--- config.mk ---
export PLATFORM = sky130hd
export DESIGN_NAME = inv_scheduler
export DESIGN_NICKNAME = d
export VERILOG_FILES = /design/src/rtl/inv_scheduler.sv
export SDC_FILE = /design/constraint.sdc
export NUM_CORES = 1
export LEC_CHECK = 0
export CAP_MARGIN = 15
export CORE_ASPECT_RATIO = 0.5
export CORE_MARGIN = 3
export CORE_UTILIZATION = 34
export DETAILED_ROUTE_END_ITERATION = 10
export HOLD_SLACK_MARGIN = 0.15
export PLACE_DENSITY = 0.77
export REMOVE_ABC_BUFFERS = 1
export SLEW_MARGIN = 20
export SYNTH_ARGS = -nofsm -noshare
export SYNTH_HDL_FRONTEND = slang
export SYNTH_SLANG_ARGS = --single-unit
--- constraint.sdc ---
create_clock -name clk -period 1.77 [get_ports clk]
set_clock_uncertainty 0.15 [all_clocks]
set_input_delay 0.2655 -clock clk [delete_from_list [all_inputs] [get_ports clk]]
set_output_delay 0.2655 -clock clk [all_outputs]
set_load 0.02 [all_outputs]
--- src/rtl/inv_scheduler.sv ---
// Round-robin front end that serialises two requesters onto one modular-inverse
// engine, with a per-job cycle budget and a response held until consumed.
module inv_scheduler #(
   parameter int WIDTH   = 32,
   parameter int TIMEOUT = 256
) (
   input  logic               clk,
   input  logic               rst_n,
   input  logic [1:0]         req_valid,
   output logic [1:0]         req_ready,
   input  logic [2*WIDTH-1:0] req_e,
   input  logic [2*WIDTH-1:0] req_phi,
   output logic [1:0]         rsp_valid,
   input  logic [1:0]         rsp_ready,
   output logic [WIDTH-1:0]   rsp_d,
   output logic               rsp_ok,
   output logic               rsp_timeout,
   output logic               eng_start,
   output logic [WIDTH-1:0]   eng_e,
   output logic [WIDTH-1:0]   eng_phi,
   input  logic               eng_done,
   input  logic [WIDTH-1:0]   eng_d,
   input  logic               eng_d_valid
);

   localparam int CW = $clog2(TIMEOUT);
   // The counter leaves WAIT on the cycle it would step to TIMEOUT-1, so it never wraps.
   localparam logic [CW-1:0] CNT_LAST = CW'(TIMEOUT - 2);

   typedef enum logic [1:0] {
      ST_IDLE  = 2'd0,
      ST_ISSUE = 2'd1,
      ST_WAIT  = 2'd2,
      ST_RESP  = 2'd3
   } state_t;

   state_t           r_state;
   state_t           w_state_nxt;
   logic             r_rr;
   logic             r_owner;
   logic [CW-1:0]    r_cnt;
   logic [WIDTH-1:0] r_eng_e;
   logic [WIDTH-1:0] r_eng_phi;
   logic [WIDTH-1:0] r_rsp_d;
   logic             r_rsp_ok;
   logic             r_rsp_timeout;

   logic             w_grant;
   logic             w_accept;
   logic             w_done_take;
   logic             w_timeout_take;

   // State register
   always_ff @(posedge clk) begin
      if (!rst_n) begin
         r_state <= ST_IDLE;
      end else begin
         r_state <= w_state_nxt;
      end
   end

   // Next-state decode, arbitration and handshake outputs
   always_comb begin
      w_state_nxt    = r_state;
      w_grant        = r_rr;
      w_accept       = 1'b0;
      w_done_take    = 1'b0;
      w_timeout_take = 1'b0;
      req_ready      = 2'b00;
      rsp_valid      = 2'b00;
      eng_start      = 1'b0;
      case (r_state)
         ST_IDLE: begin
            if (req_valid[r_rr]) begin
               w_grant = r_rr;
            end else begin
               w_grant = ~r_rr;
            end
            if (req_valid != 2'b00) begin
               w_accept    = 1'b1;
               req_ready   = w_grant ? 2'b10 : 2'b01;
               w_state_nxt = ST_ISSUE;
            end else begin
               w_state_nxt = ST_IDLE;
            end
         end
         ST_ISSUE: begin
            eng_start   = 1'b1;
            w_state_nxt = ST_WAIT;
         end
         ST_WAIT: begin
            // A done in the final budget cycle beats the timeout.
            if (eng_done) begin
               w_done_take = 1'b1;
               w_state_nxt = ST_RESP;
            end else if (r_cnt == CNT_LAST) begin
               w_timeout_take = 1'b1;
               w_state_nxt    = ST_RESP;
            end else begin
               w_state_nxt = ST_WAIT;
            end
         end
         ST_RESP: begin
            rsp_valid = r_owner ? 2'b10 : 2'b01;
            if (rsp_ready[r_owner]) begin
               w_state_nxt = ST_IDLE;
            end else begin
               w_state_nxt = ST_RESP;
            end
         end
         default: begin
            w_state_nxt = ST_IDLE;
         end
      endcase
   end

   // Job bookkeeping: operands, owner, round-robin pointer, budget counter, result
   always_ff @(posedge clk) begin
      if (!rst_n) begin
         r_rr          <= 1'b0;
         r_owner       <= 1'b0;
         r_cnt         <= '0;
         r_eng_e       <= '0;
         r_eng_phi     <= '0;
         r_rsp_d       <= '0;
         r_rsp_ok      <= 1'b0;
         r_rsp_timeout <= 1'b0;
      end else begin
         if (w_accept) begin
            r_eng_e   <= w_grant ? req_e[2*WIDTH-1:WIDTH]   : req_e[WIDTH-1:0];
            r_eng_phi <= w_grant ? req_phi[2*WIDTH-1:WIDTH] : req_phi[WIDTH-1:0];
            r_owner   <= w_grant;
            r_rr      <= ~w_grant;
         end
         case (r_state)
            ST_ISSUE: r_cnt <= '0;
            ST_WAIT:  r_cnt <= r_cnt + CW'(1);
            default:  r_cnt <= r_cnt;
         endcase
         if (w_done_take) begin
            r_rsp_d       <= eng_d_valid ? eng_d : '0;
            r_rsp_ok      <= eng_d_valid;
            r_rsp_timeout <= 1'b0;
         end else if (w_timeout_take) begin
            r_rsp_d       <= '0;
            r_rsp_ok      <= 1'b0;
            r_rsp_timeout <= 1'b1;
         end
      end
   end

   assign eng_e       = r_eng_e;
   assign eng_phi     = r_eng_phi;
   assign rsp_d       = r_rsp_d;
   assign rsp_ok      = r_rsp_ok;
   assign rsp_timeout = r_rsp_timeout;

endmodule

==> summary.txt <==
Outcome
  – Outcome: finished with violations
  – Failing checks: negative setup slack

Timing
  – Tcrit/Tclk final: 100%
  – Fmax: 565 MHz
  – RSZ-0062 raised after global routing: true
  – Slew Limit Fails: 0
  – Slew HR: 63.4%
  – Final setup fails: 1
  – Slew @ Worst Pin: 0.550 ns
  – Fin crit period: 1.77 ns
  – Worst Slack Setup Final: -0.000498 ns
  – Final Hold Viols: 0

Logic synthesis
  – Async set-or-reset flop fraction in the synthesized netlist: 0%
  – Syn Std Cell Area: 4620 µm²
  – Top FF cell, synth: dfxtp_1
  – EDFF count, synth: 0
  – Post-synthesis cell type count: 36
  – Cells after synthesis: 529
  – Yosys top cell by area: dfxtp_1
  – Seq/Total Area, Yosys: 47.6%
  – Post-synthesis register bit count: 110
  – Ranking of synthesized cells by area: dfxtp_1 (48%), o21ai_0 (15%), a31oi_1 (8.7%), nand3_1 (7.4%), a22o_1 (6.1%)
  – Synth top area share: 47.6%
  – Syn Area/Cell: 8.74 µm²
  – Synth Warn #: 0

Floorplanning
  – Die footprint: 15100 µm²
  – Die width: 171 µm
  – Die Span Y: 88.5 µm
  – Starting Density: 35.6%
  – Site Rows: 29
  – Total I/O pin count: 271
  – Core ar.: 13000 µm²

Final layout
  – Area delta synth->final: 74.6%
  – Layout cells sized above 1: 9.57%
  – Multi-input gate area: 2170 µm²
  – Core Util, Final: 62.1%
  – Fin area: 8070 µm²
  – Post-route insts no fill: 964
  – Layout Nets: 964
  – Diode count: 0
  – Sequential Area: 2200 µm²
  – Fillers: 1097

Global routing
  – Initial antenna violation count: 0
  – Met2 usage: 41.1%
  – Global-route wire length before repair: 28200 µm
  – GRT overflow: 0
  – Largest net degree at the start of global routing: 86
  – Global route hottest layer: met2
  – Vias in the first global route: 5112
  – Grt met3 use: 3.70%
  – Met1 GRT Util: 30.5%
  – Gr usage total: 23.7%

Routing
  – DRT iter0 DRCs: 341
  – DRT antenna net count: 0
  – Total Routed Length: 19400 µm
  – Via count: 5401
  – WL per Instance: 20.1 µm
  – Vias per inst: 5.60
  – Drt first pass iters: 5
  – Residual DRC: 0

Clock tree
  – Clock Pin Slew Worst Setup and Hold Paths: 0.08 ns
  – TritonCTS clock tree: built
  – H-tree levels: 3
  – Hold buffer count at cts: 0
  – Clock Latency Late Sink: 0.34 ns
  – CTS buffer count: 9
  – CTS max path bufs: 2
  – Clock sink total: 110
  – Clk root buf: clkbuf_16

Place
  – Place WS: -0.449 ns
  – Placed inst area: 7570 µm²
  – Placer Congestion: 0.854
  – Cells after DPL: 943
  – Port bufs: 270
  – DP HPWL: 13100 µm

Power
  – Pwr Density: 974 nW/µm²
  – Peak VDD IR: 672 µV
  – Leak: 3.44 nW

Job
  – Max-cap viol count: 0

Setup path
  – CP Class: register to output port
  – Critical-path maximum fanout: 2
  – Worst endpoint data arrival time: 1.35 ns
  – Most common cell on crit path: inv_2
  – CP Capture Type: output port
  – Max stage delay on crit path: 0.33 ns
  – Slowest cell on crit path: dfxtp_2
  – Crit-path cells: inv_2, ha_2, o21a_4, nand3_2, inv_2, buf_6
  – WP data required: 1.35 ns
  – Setup crit start kind: register

Hold path
  – Worst Hold Class: input port to register
[path summary, 6_finish.rpt]
kind	from	end	slack (ns)	cells past startpoint
min reg2reg	rsp_timeout	rsp_timeout	0.32	2
max	r_state[0]	req_ready[1]	-0.0005	6
min	rst_n	r_cnt[1]	0.18	3
max reg2reg	r_state[0]	rsp_d[5]	0.03	8
[synthesized netlist by cell type, types with 2 or more instances]
cell type,number
buf_6,6
buf_4,3
xor2_1,3
clkbuf_2,2
a21oi_1,12
a22o_1,32
nor2_1,5
or3_1,3
nand2b_1,2
clkbuf_1,29
nor2b_1,3
ha_1,7
inv_1,6
nand3_1,68
o21ai_0,134
nand4_1,3
dfxtp_1,110
buf_2,15
a31oi_1,64
nand2_1,6
[final cells by class]
type	instances	area share, %
clock buffer	9	2.79
inverter	7	0.325
clock inverter	7	0.682
multi-input combinational	356	26.8
tap	170	2.63
sequential	110	27.3
timing repair buffer	305	39.4
[kinds of logic (layout without fill, tap and decap cells)]
| family | count (synthesis) | in the layout | share of synthesized area, % |
|---|---|---|---|
| AO/OA/AOI/OAI | 247 | 247 | 31.7 |
| AND/OR/NAND/NOR | 98 | 98 | 11.2 |
| XOR/XNOR | 3 | 3 | 0.568 |
| buffers and inverters | 63 | 328 | 6.79 |
| multiplexers | 1 | 1 | 0.216 |
| adder cells (fa/ha/maj) | 7 | 7 | 1.89 |
| flip-flops | 110 | 110 | 47.6 |
[critical path, delay by kind of cell (launching register included)]
family                     cells  cell delay, ns
and+or+nand+nor                1            0.10
buffers and inverters          3            0.26
adders and majority gates      1            0.19
DFF                            1            0.33
AOI/OAI and AO/OA              1            0.14
[metal layers]
layer / routed length, µm / vias to the layer above
met5: 0 / -
met4: 836 / 0
met3: 820 / 62
met2: 9580 / 201
met1: 8110 / 2642
li1: - / 2496
[per-stage QoR]
step	power [W]	TNS (ns)	hold slack, ns
6_report	0.00786	-0.000498	0.181
5_1_grt	0.00823	-0.126	0.177
4_1_cts	0.00783	-0.0597	0.159
3_5_place_dp	0.00580	-28.43	0.301
3_3_place_gp	0.00575	-23.78	0.289
2_1_floorplan	0.00422	-66.99	0.249
[state kept, by name, indices dropped and copies added, names as in the netlist]
| name | cells |
|---|---|
| eng_e | 32 |
| eng_phi | 32 |
| r_cnt | 8 |
| r_owner | 1 |
| r_rr | 1 |
| r_state | 2 |
| rsp_d | 32 |
| rsp_ok | 1 |
| rsp_timeout | 1 |
[placed cells by master, fill, tap and decap left out, types with 2 or more instances in the layout]
cell and instances:
buf_6 5, ha_4 2, nand2b_2 2, nand4_1 3
nand3_1 67, nor2_1 5, clkdlybuf4s50_1 225, a31oi_1 64
clkinv_2 2, dfxtp_1 108, nand2_1 6, inv_2 3
buf_12 6, a22o_1 32, inv_6 2, clkbuf_16 10
or3_1 3, dfxtp_2 2, o21ai_0 133, buf_16 3
inv_1 4, dlymetal6s2s_1 29, a21oi_1 12, buf_4 22
buf_2 2, dlygate4sd2_1 10, ha_1 4, xor2_1 3
nor2b_4 2
[power breakdown]
| group | switching, W | total [W] | internal, W | leakage [nW] |
|---|---|---|---|---|
| sequential | 0.000185 | 0.00299 | 0.00281 | 0.904 |
| combinational | 0.00152 | 0.00289 | 0.00137 | 2.40 |
| clock | 0.00100 | 0.00198 | 0.000976 | 0.138 |
| total | 0.00271 | 0.00786 | 0.00515 | 3.44 |
[timing repair]
action	in CTS	in global routing
endpoints found under the setup margin	112	104
setup buffers	3	0
pin swaps	4	2
gates cloned	2	1
gates resized for setup	44	42
Note: power is estimated with default switching activity, not from simulation.
